**config.mk**
```make
export PLATFORM = sky130hd
export DESIGN_NAME = hit_judge_flat
export DESIGN_NICKNAME = d
export VERILOG_FILES = /design/src/rtl/hit_judge_if.sv /design/src/rtl/hit_judge.sv /design/src/flat_wrapper.sv
export SDC_FILE = /design/constraint.sdc
export NUM_CORES = 1
export LEC_CHECK = 0
export ABC_AREA = 1
export BUFFER_PORTS_ARGS = -buffer_cell sky130_fd_sc_hd__buf_2
export CORE_MARGIN = 8
export CORE_UTILIZATION = 54
export DETAILED_ROUTE_END_ITERATION = 8
export HOLD_SLACK_MARGIN = 0.06
export PLACE_DENSITY = 0.81
export SETUP_SLACK_MARGIN = 0.4
export SYNTH_ARGS = -nofsm -noshare
export SYNTH_HDL_FRONTEND = slang
export SYNTH_SLANG_ARGS = --single-unit
```
**constraint.sdc**
```tcl
create_clock -name clk -period 3.4 [get_ports clk]
set_clock_uncertainty 0.05 [all_clocks]
set_input_delay 0.17 -clock clk [delete_from_list [all_inputs] [get_ports clk]]
set_output_delay 0.17 -clock clk [all_outputs]
set_load 0.005 [all_outputs]
```
**src/rtl/hit_judge_if.sv**
```systemverilog
// Bundles the game-state, note, button and judgment signals of the two-lane hit judge.
interface hit_judge_if;
    logic [1:0]  current_state;
    logic [1:0]  note_arrive;
    logic [1:0]  btn;
    logic [1:0]  Inp;
    logic [7:0]  combo;
    logic [7:0]  max_combo;
    logic [1:0]  miss;
    logic [15:0] miss_count;

    modport master (
        output current_state, note_arrive, btn,
        input  Inp, combo, max_combo, miss, miss_count
    );

    modport slave (
        input  current_state, note_arrive, btn,
        output Inp, combo, max_combo, miss, miss_count
    );
endinterface

```
**src/rtl/hit_judge.sv**
```systemverilog
// Two-lane rhythm-game judge: per-lane hit windows, combo/max-combo and miss tracking.
//   lane state | meaning
//   WAIT       | no note pending in this lane
//   OPEN       | note in judgment zone, cnt counts remaining window cycles
module hit_judge #(
    parameter int WINDOW_LEN = 8,
    parameter int COMBO_MAX  = 255
) (
    input logic        clk,
    input logic        rst,
    hit_judge_if.slave bus
);
    localparam int            CW     = (WINDOW_LEN > 1) ? $clog2(WINDOW_LEN) : 1;
    localparam logic [CW-1:0] RELOAD = CW'(WINDOW_LEN - 1);
    localparam logic [8:0]    CMAX   = 9'(COMBO_MAX);
    localparam logic [1:0]    S_SEL  = 2'd1;
    localparam logic [1:0]    S_PLAY = 2'd2;

    typedef enum logic {WAIT, OPEN} lane_t;

    lane_t         lane_q [2];
    lane_t         lane_d [2];
    logic [CW-1:0] cnt_q  [2];
    logic [CW-1:0] cnt_d  [2];

    logic [1:0]  s0, s1, prev, rise;
    logic [1:0]  hit_d, miss_d;
    logic        play;
    logic [1:0]  hit_pop, miss_pop;
    logic [8:0]  combo_sum;
    logic [7:0]  combo_d, max_d;
    logic [16:0] mc_sum;
    logic [15:0] mc_d;

    logic [1:0]  inp_q, miss_q;
    logic [7:0]  combo_q, max_q;
    logic [15:0] mc_q;

    assign play = (bus.current_state == S_PLAY);
    assign rise = s1 & ~prev;

    always_comb begin
        hit_d  = '0;
        miss_d = '0;
        for (int i = 0; i < 2; i++) begin
            lane_d[i] = WAIT;
            cnt_d[i]  = cnt_q[i];
            if (play) begin
                lane_d[i] = lane_q[i];
                if (lane_q[i] == WAIT) begin
                    // a press with no note pending is simply ignored
                    if (bus.note_arrive[i]) begin
                        lane_d[i] = OPEN;
                        cnt_d[i]  = RELOAD;
                    end
                end else if (rise[i] || cnt_q[i] == '0) begin
                    hit_d[i]  = rise[i];
                    miss_d[i] = ~rise[i];
                    if (bus.note_arrive[i]) begin
                        cnt_d[i] = RELOAD;
                    end else begin
                        lane_d[i] = WAIT;
                    end
                end else if (bus.note_arrive[i]) begin
                    miss_d[i] = 1'b1;
                    cnt_d[i]  = RELOAD;
                end else begin
                    cnt_d[i] = cnt_q[i] - 1'b1;
                end
            end
        end
    end

    assign hit_pop   = {1'b0, hit_d[0]} + {1'b0, hit_d[1]};
    assign miss_pop  = {1'b0, miss_d[0]} + {1'b0, miss_d[1]};
    assign combo_sum = {1'b0, combo_q} + {7'b0, hit_pop};
    assign combo_d   = (|miss_d) ? 8'd0 : ((combo_sum > CMAX) ? CMAX[7:0] : combo_sum[7:0]);
    assign max_d     = (combo_d > max_q) ? combo_d : max_q;
    assign mc_sum    = {1'b0, mc_q} + {15'b0, miss_pop};
    assign mc_d      = mc_sum[16] ? 16'hFFFF : mc_sum[15:0];

    always_ff @(posedge clk or posedge rst) begin
        if (rst) begin
            s0      <= '0;
            s1      <= '0;
            prev    <= '0;
            inp_q   <= '0;
            miss_q  <= '0;
            combo_q <= '0;
            max_q   <= '0;
            mc_q    <= '0;
            for (int i = 0; i < 2; i++) begin
                lane_q[i] <= WAIT;
                cnt_q[i]  <= '0;
            end
        end else begin
            s0     <= bus.btn;
            s1     <= s0;
            prev   <= s1;
            inp_q  <= hit_d;
            miss_q <= miss_d;
            for (int i = 0; i < 2; i++) begin
                lane_q[i] <= lane_d[i];
                cnt_q[i]  <= cnt_d[i];
            end
            if (play) begin
                combo_q <= combo_d;
                max_q   <= max_d;
                mc_q    <= mc_d;
            end else if (bus.current_state == S_SEL) begin
                combo_q <= '0;
                max_q   <= '0;
                mc_q    <= '0;
            end
        end
    end

    assign bus.Inp        = inp_q;
    assign bus.miss       = miss_q;
    assign bus.combo      = combo_q;
    assign bus.max_combo  = max_q;
    assign bus.miss_count = mc_q;
endmodule
```
**src/flat_wrapper.sv**
```systemverilog
// flat-port wrapper written by rule: the top's interface ports become plain ports
module hit_judge_flat 
#(
    parameter int WINDOW_LEN = 8,
    parameter int COMBO_MAX  = 255
)
  (clk, rst, bus_current_state, bus_note_arrive, bus_btn, bus_Inp, bus_combo, bus_max_combo, bus_miss, bus_miss_count);
  hit_judge_if bus_i ();
  input logic clk;
  input logic rst;
  input wire logic [$bits(bus_i.current_state)-1:0] bus_current_state;
  input wire logic [$bits(bus_i.note_arrive)-1:0] bus_note_arrive;
  input wire logic [$bits(bus_i.btn)-1:0] bus_btn;
  output wire logic [$bits(bus_i.Inp)-1:0] bus_Inp;
  output wire logic [$bits(bus_i.combo)-1:0] bus_combo;
  output wire logic [$bits(bus_i.max_combo)-1:0] bus_max_combo;
  output wire logic [$bits(bus_i.miss)-1:0] bus_miss;
  output wire logic [$bits(bus_i.miss_count)-1:0] bus_miss_count;
  assign bus_i.current_state = bus_current_state;
  assign bus_i.note_arrive = bus_note_arrive;
  assign bus_i.btn = bus_btn;
  assign bus_Inp = bus_i.Inp;
  assign bus_combo = bus_i.combo;
  assign bus_max_combo = bus_i.max_combo;
  assign bus_miss = bus_i.miss;
  assign bus_miss_count = bus_i.miss_count;
  hit_judge #(.WINDOW_LEN(WINDOW_LEN), .COMBO_MAX(COMBO_MAX)) u_core (.clk(clk), .rst(rst), .bus(bus_i));
endmodule
```
==> flow_summary.json, run 1 <==
{
  "placed_cells": 498,
  "wl_per_cell_um": 13.97,
  "hold_viol_final": 0,
  "port_buffers": 43,
  "start_util": 0.5544,
  "clockRootBuffer": "clkbuf_8",
  "grt_pass1_vias": 2637,
  "cts.reportedPaths.clkPinSlew_ps": 90,
  "cp-start-kind": "flip-flop",
  "num_antenna_cells": 0,
  "drtPass1Iterations": 4,
  "yosys.area.top_type": "dfrtp_1",
  "grt.total_usage": 0.1713,
  "relSlewSlack": 0.3110,
  "final_cells": 520,
  "final.setup.tns_ps": 0,
  "min_period_over_period": 0.8506,
  "synth_top_area_share": 0.4149,
  "antenna_found_initial": 0,
  "synth_mux_area_frac": 0,
  "grt_max_degree": 51,
  "syn_nets": 412,
  "vias": 2708,
  "seq_area_frac_synth": 0.4149,
  "p_leak_nw": 2.029,
  "wirelength_um": 7263,
  "max_freq_mhz": 345.8,
  "pwr-share-comb": 0.073,
  "synth_area_leaders": "dfrtp_1 (41%), nand2_1 (15%), ha_1 (6.6%), inv_1 (6.6%), nand3_1 (4.8%)",
  "end_kind": "flip-flop",
  "die-width_um": 90.73,
  "ioPinCount": 44,
  "ant_nets": 0,
  "cts_max_level": 2,
  "drc": 0,
  "cap_violations": 0,
  "synth-compound-area-share": 0.08506,
  "syn2layout_area_growth_pct": 20.66,
  "p_per_area_mw_per_mm2": 309.3,
  "outcome": "complete, no violations",
  "hpwl_um": 5013,
  "rsz0062_at_grt": "no",
  "grt_pass1_wl_um": 11720,
  "tightestPinTransition_ps": 1032,
  "cts_buffers": 5,
  "multi_input_area_mm2": 0.001623,
  "worstPathMaxFanout": 8,
  "ys.flop_type": "dfrtp_1",
  "place_congestion": 0.8768,
  "cts_tree": "yes",
  "clk_path_buf_depth": 2,
  "vias_per_cell": 5.208,
  "synthXorXnorAreaFrac": 0.02324,
  "register_area_mm2": 0.001251,
  "grt_overflow_total": 0,
  "crit_required_ps": 3610,
  "final_layout_size_suffix_gt1_frac": 0.2857,
  "power.switching_w": 0.0002782,
  "ys_ff_latch": 50,
  "slew_violations": 0,
  "p_clk_frac": 0.385,
  "clk_latency_ps": 310,
  "ys_async_sr_fraction": 1.000,
  "postSynthCellCount": 386,
  "path_class": "reg2reg",
  "fillers": 456,
  "layout.nets": 473,
  "seq_power_share": 0.542,
  "drt_iter0_drc": 112,
  "synth_top_family_by_area": "simple AND/OR/NAND/NOR gates",
  "hp-class": "in2async",
  "fp.dieH_um": 90.73,
  "fin_crit_ps": 2892,
  "post-route-util": 0.6690,
  "worstPathArrival_ps": 3100,
  "die_area_mm2": 0.008231,
  "ys_types": 38,
  "fp-row-count": 27,
  "ys_top_cells_by_count": "nand2_1 (123), inv_1 (53), dfrtp_1 (50)",
  "switching_share": 0.2472,
  "synth_warnings": 0,
  "synth_edf_count": 0,
  "holdWs_ps": 48.02,
  "ir_drop_mv": 0.2177,
  "yosys.area_share.adder": 0.07967,
  "clock-sinks": 50,
  "core-area_mm2": 0.005439,
  "syn_area_mm2": 0.003015,
  "synth_simple_gate_area_frac": 0.3145,
  "setup_viol": 0,
  "p_int_w": 0.0008473,
  "avgSynthCellArea_um2": 7.812,
  "synthMostInstantiatedCell": "nand2_1"
}
-- stage by stage --
| step | area (µm²) | worst slack [ps] | power (W) |
|---|---|---|---|
| after global placement | 3307 | 160.2 | 0.0006887 |
| after CTS | 3462 | 416.2 | 0.001121 |
| final | 3638 | 507.8 | 0.001126 |
| after detailed placement | 3307 | 28.84 | 0.0006933 |
| after floorplan | 3015 | 564.5 | 0.0006699 |
| after global routing | 3638 | 368.5 | 0.001159 |
-- layout by cell type (no fill, tap or decap), types with 6 or more instances in the layout --
master / Yosys / final
nor2_2: 10 / 13
buf_4: 0 / 14
nor2_1: 24 / 17
nand2_2: 6 / 10
dfrtp_1: 50 / 50
nand3_1: 29 / 28
ha_1: 16 / 14
inv_1: 53 / 48
nand2_1: 123 / 116
o21ai_0: 18 / 18
inv_2: 4 / 9
buf_2: 1 / 43
nand2_4: 3 / 6
-- logic make-up (layout without fill, tap and decap cells) --
group | count (synthesis) | count (layout)
AO/OA/AOI/OAI | 42 | 42
XOR/XNOR | 8 | 8
adder cells (fa/ha/maj) | 18 | 18
buffers and inverters | 63 | 125
flip-flops | 50 | 50
AND/OR/NAND/NOR | 205 | 205
-- worst max-delay path: stages (launching register included) --
cell and delay [ps]:
dfrtp_1 390, inv_2 100, nand2_4 80, nor2_4 110
fa_2 250, ha_4 160, nand2_4 80, o21ai_0 220
o21ai_0 150, a21oi_2 220, ha_1 270, nand2_1 70
nor2_2 50, a21oi_2 180, inv_2 70, a21oi_4 220
nand2_1 80, nand2_1 80
-- state kept, by name, summed over array words and instances, names as in the netlist --
| signal | flops |
|---|---|
| u_core.cnt_q | 6 |
| u_core.s1 | 2 |
| u_core.lane_q | 2 |
| u_core.s0 | 2 |
| u_core.bus.miss | 2 |
| u_core.bus.Inp | 2 |
| u_core.bus.miss_count | 16 |
| u_core.bus.max_combo | 8 |
| u_core.bus.combo | 8 |
| u_core.prev | 2 |
-- area by class of cell --
cell class,instances,share of cell area
inverters,58,0.06052
clock buffers,5,0.01891
multi-input cells,273,0.4460
flip-flops and latches,50,0.3439
well taps,72,0.02476
repair buffers,59,0.09353
clock inverters,3,0.01238
-- routing by layer --
layer | global-route usage | vias to the layer above | share of wire | wire length, µm
met5 | 0 | - | 0 | 0
met4 | 0.06380 | 0 | 0.017 | 120
met3 | 0.04655 | 9 | 0.050 | 360
met2 | 0.3076 | 65 | 0.51 | 3739
met1 | 0.1869 | 1299 | 0.42 | 3042
li1 | - | 1335 | - | -
-- power by group through the flow --
stage | registers (W) | logic (W) | clock network (W)
3_5_place_dp | 0.000622 | 0.0000716 | 0
2_1_floorplan | 0.000620 | 0.0000495 | 0
6_report | 0.000610 | 0.0000824 | 0.000433
5_1_grt | 0.000611 | 0.0000912 | 0.000456
4_1_cts | 0.000610 | 0.0000746 | 0.000436
3_3_place_gp | 0.000621 | 0.0000676 | 0
-- worst paths after layout --
path	to	startpoint	slack, ps	cells after the start
max reg2reg	u_core.bus.max_combo[0]	u_core.prev[0]	510	17
min in group clk	u_core.lane_q[0]	bus_note_arrive[1]	110	3
max	u_core.bus.max_combo[0]	u_core.prev[0]	510	17
max in group asynchronous	u_core.bus.max_combo[7]	rst	2620	2
min	u_core.s0[1]	rst	50	2
min reg2reg	u_core.s1[1]	u_core.s0[1]	310	0
-- repair_timing --
action                                 4_1_cts  5_1_grt
gates resized for setup                      6       27
pin swaps                                    1       12
buffers inserted                             0       12
hold buffers                                 2        0
setup endpoints to repair                    8        8
endpoints found under the hold margin        2        0
(Power assumes the default switching activity.)
==> run 2, diff against run 1 <==
Settings changed: ABC_CLOCK_PERIOD_IN_PS from default to 3400, PLACE_DENSITY 0.81 to 0.75.
==> flow_summary.json, run 2 (synthesized netlist as in run 1, its figures left out) <==
{
  "slew_violations": 0,
  "clockRootBuffer": "clkbuf_8",
  "outcome": "complete, no violations",
  "hp-class": "in2async",
  "drtPass1Iterations": 4,
  "cp-start-kind": "flip-flop",
  "ioPinCount": 44,
  "pre_cts_ws_ps": 17.12,
  "hpwl_um": 4910,
  "globalRoute.busiestLayer": "met2",
  "most-common-layout-cells": "nand2_1 (118), inv_1 (50), dfrtp_1 (50)",
  "final_layout_size_suffix_gt1_frac": 0.2647,
  "fin_crit_ps": 2829,
  "cts_buffers": 5,
  "min_period_over_period": 0.8321,
  "drt_iter0_drc": 101,
  "fillers": 452,
  "wl_per_cell_um": 13.09,
  "rsz0062_at_grt": "yes",
  "clk_latency_ps": 310,
  "grt_max_degree": 51,
  "tightestPinTransition_ps": 1032,
  "vias_per_cell": 5.076,
  "final.setup.tns_ps": 0,
  "cpPeakStageDelay_ps": 400,
  "num_antenna_cells": 0,
  "fp-row-count": 27,
  "fin_ws_ps": 570.7,
  "multi_input_area_mm2": 0.001608,
  "p_leak_nw": 1.976,
  "die-width_um": 90.73,
  "p_per_area_mw_per_mm2": 296.3,
  "ir_drop_mv": 0.3231,
  "cap_violations": 0,
  "crit_family": "simple AND/OR/NAND/NOR gates",
  "use_met1": 0.2057,
  "reg2reg_slack_ps": 570,
  "drc": 0,
  "port_buffers": 43,
  "use_met3": 0.03574,
  "final_cells": 514,
  "met2_usage": 0.2868,
  "hold_viol_final": 0,
  "crit_path_cell_trace": "inv_2 -> nand2_2 -> nor2_4 -> fa_2 -> ha_2 -> nand2_4 -> nor2_4 -> nand2_1 -> nand2_1 -> nor2_2 -> nor2_2 -> ha_4 -> a21o_1 -> nor2_2 -> nand2_1 -> nand2_4 -> nand3_1 -> nand2_1",
  "cts_max_level": 2,
  "relSlewSlack": 0.3107,
  "worstPathMaxFanout": 8,
  "fp.dieH_um": 90.73,
  "placed_area_mm2": 0.003307,
  "setup_viol": 0,
  "worstPathArrival_ps": 3030,
  "max_freq_mhz": 353.5,
  "r2r_cells": 18,
  "layout.nets": 467,
  "r2r-start": "u_core.prev[0]",
  "end_kind": "flip-flop",
  "grt_pass1_vias": 2701,
  "grt_pass1_wl_um": 11810,
  "largest_reg_flops": 16,
  "place_congestion": 0.9633,
  "cts_tree": "yes",
  "post-route-util": 0.6545,
  "register_area_mm2": 0.001251,
  "reg2reg_to": "u_core.bus.max_combo[6]",
  "placed_cells": 498,
  "crit_required_ps": 3600,
  "die_area_mm2": 0.008231,
  "final_area_mm2": 0.003560,
  "ant_nets": 0,
  "antenna_found_initial": 0,
  "cp_slowest_cell": "dfrtp_1",
  "path_common_cell": "nand2_1",
  "path_class": "reg2reg",
  "cts.reportedPaths.clkPinSlew_ps": 100,
  "clock-sinks": 50,
  "grt.total_usage": 0.1697,
  "crit_start": "u_core.prev[0]",
  "start_util": 0.5544,
  "final_common_cell": "nand2_1",
  "vias": 2609,
  "clk_path_buf_depth": 2,
  "grt_overflow_total": 0,
  "core-area_mm2": 0.005439,
  "critPathBufInv": 1,
  "cp_num_cells": 18,
  "wirelength_um": 6729,
  "syn2layout_area_growth_pct": 18.05
}
==> run 2: layer usage <==
layer | vias to the layer above | part of all wire
li1 | 1321 | -
met1 | 1204 | 0.45
met2 | 72 | 0.49
met3 | 12 | 0.048
met4 | 0 | 0.015
met5 | - | 0
==> run 2: report_power, final <==
group | total [W] | internal [W] | switching [W] | leakage [nW]
clock network | 0.000368 | 0.000153 | 0.000215 | 0.0495
registers | 0.000610 | 0.000604 | 0.00000583 | 0.655
logic | 0.0000764 | 0.0000225 | 0.0000539 | 1.27
==> run 2: worst max path at each step <==
stage and to:
4_1_cts u_core.bus.max_combo[5], 6_report u_core.bus.max_combo[6], 3_3_place_gp u_core.bus.max_combo[0], 2_1_floorplan u_core.bus.max_combo[0], 3_5_place_dp u_core.bus.max_combo[5], 5_1_grt u_core.bus.max_combo[5]
==> run 2: stage by stage <==
step	total power [W]	hold slack (ps)
global route	0.001107	127.1
floorplan	0.0006699	151.4
CTS	0.001067	99.36
detailed placement	0.0006923	229.4
global placement	0.0006897	230.5
finish	0.001055	52.51
==> run 2: worst register-to-register path, stage by stage, from the launching register on <==
cell and delay (ps):
dfrtp_1 400, inv_2 90, nand2_2 90, nor2_4 100
fa_2 230, ha_2 200, nand2_4 80, nor2_4 140
nand2_1 70, nand2_1 80, nor2_2 50, nor2_2 190
ha_4 240, a21o_1 190, nor2_2 180, nand2_1 120
nand2_4 120, nand3_1 80, nand2_1 70
==> run 2: layout make-up <==
class | instances | share of cell area
inverter | 58 | 0.06186
multi-input combinational | 273 | 0.4517
clock inverter | 3 | 0.007381
timing repair buffer | 53 | 0.08295
tap | 72 | 0.02531
clock buffer | 5 | 0.01933
sequential | 50 | 0.3515
==> run 2: repair_timing <==
item / CTS / global route
gates cloned: 0 / 0
endpoints found under the hold margin: 2 / 0
hold buffers: 2 / 0
pin swaps: 0 / 7
setup endpoints to repair: 8 / 10
resized for setup: 10 / 16
buffers inserted: 1 / 5
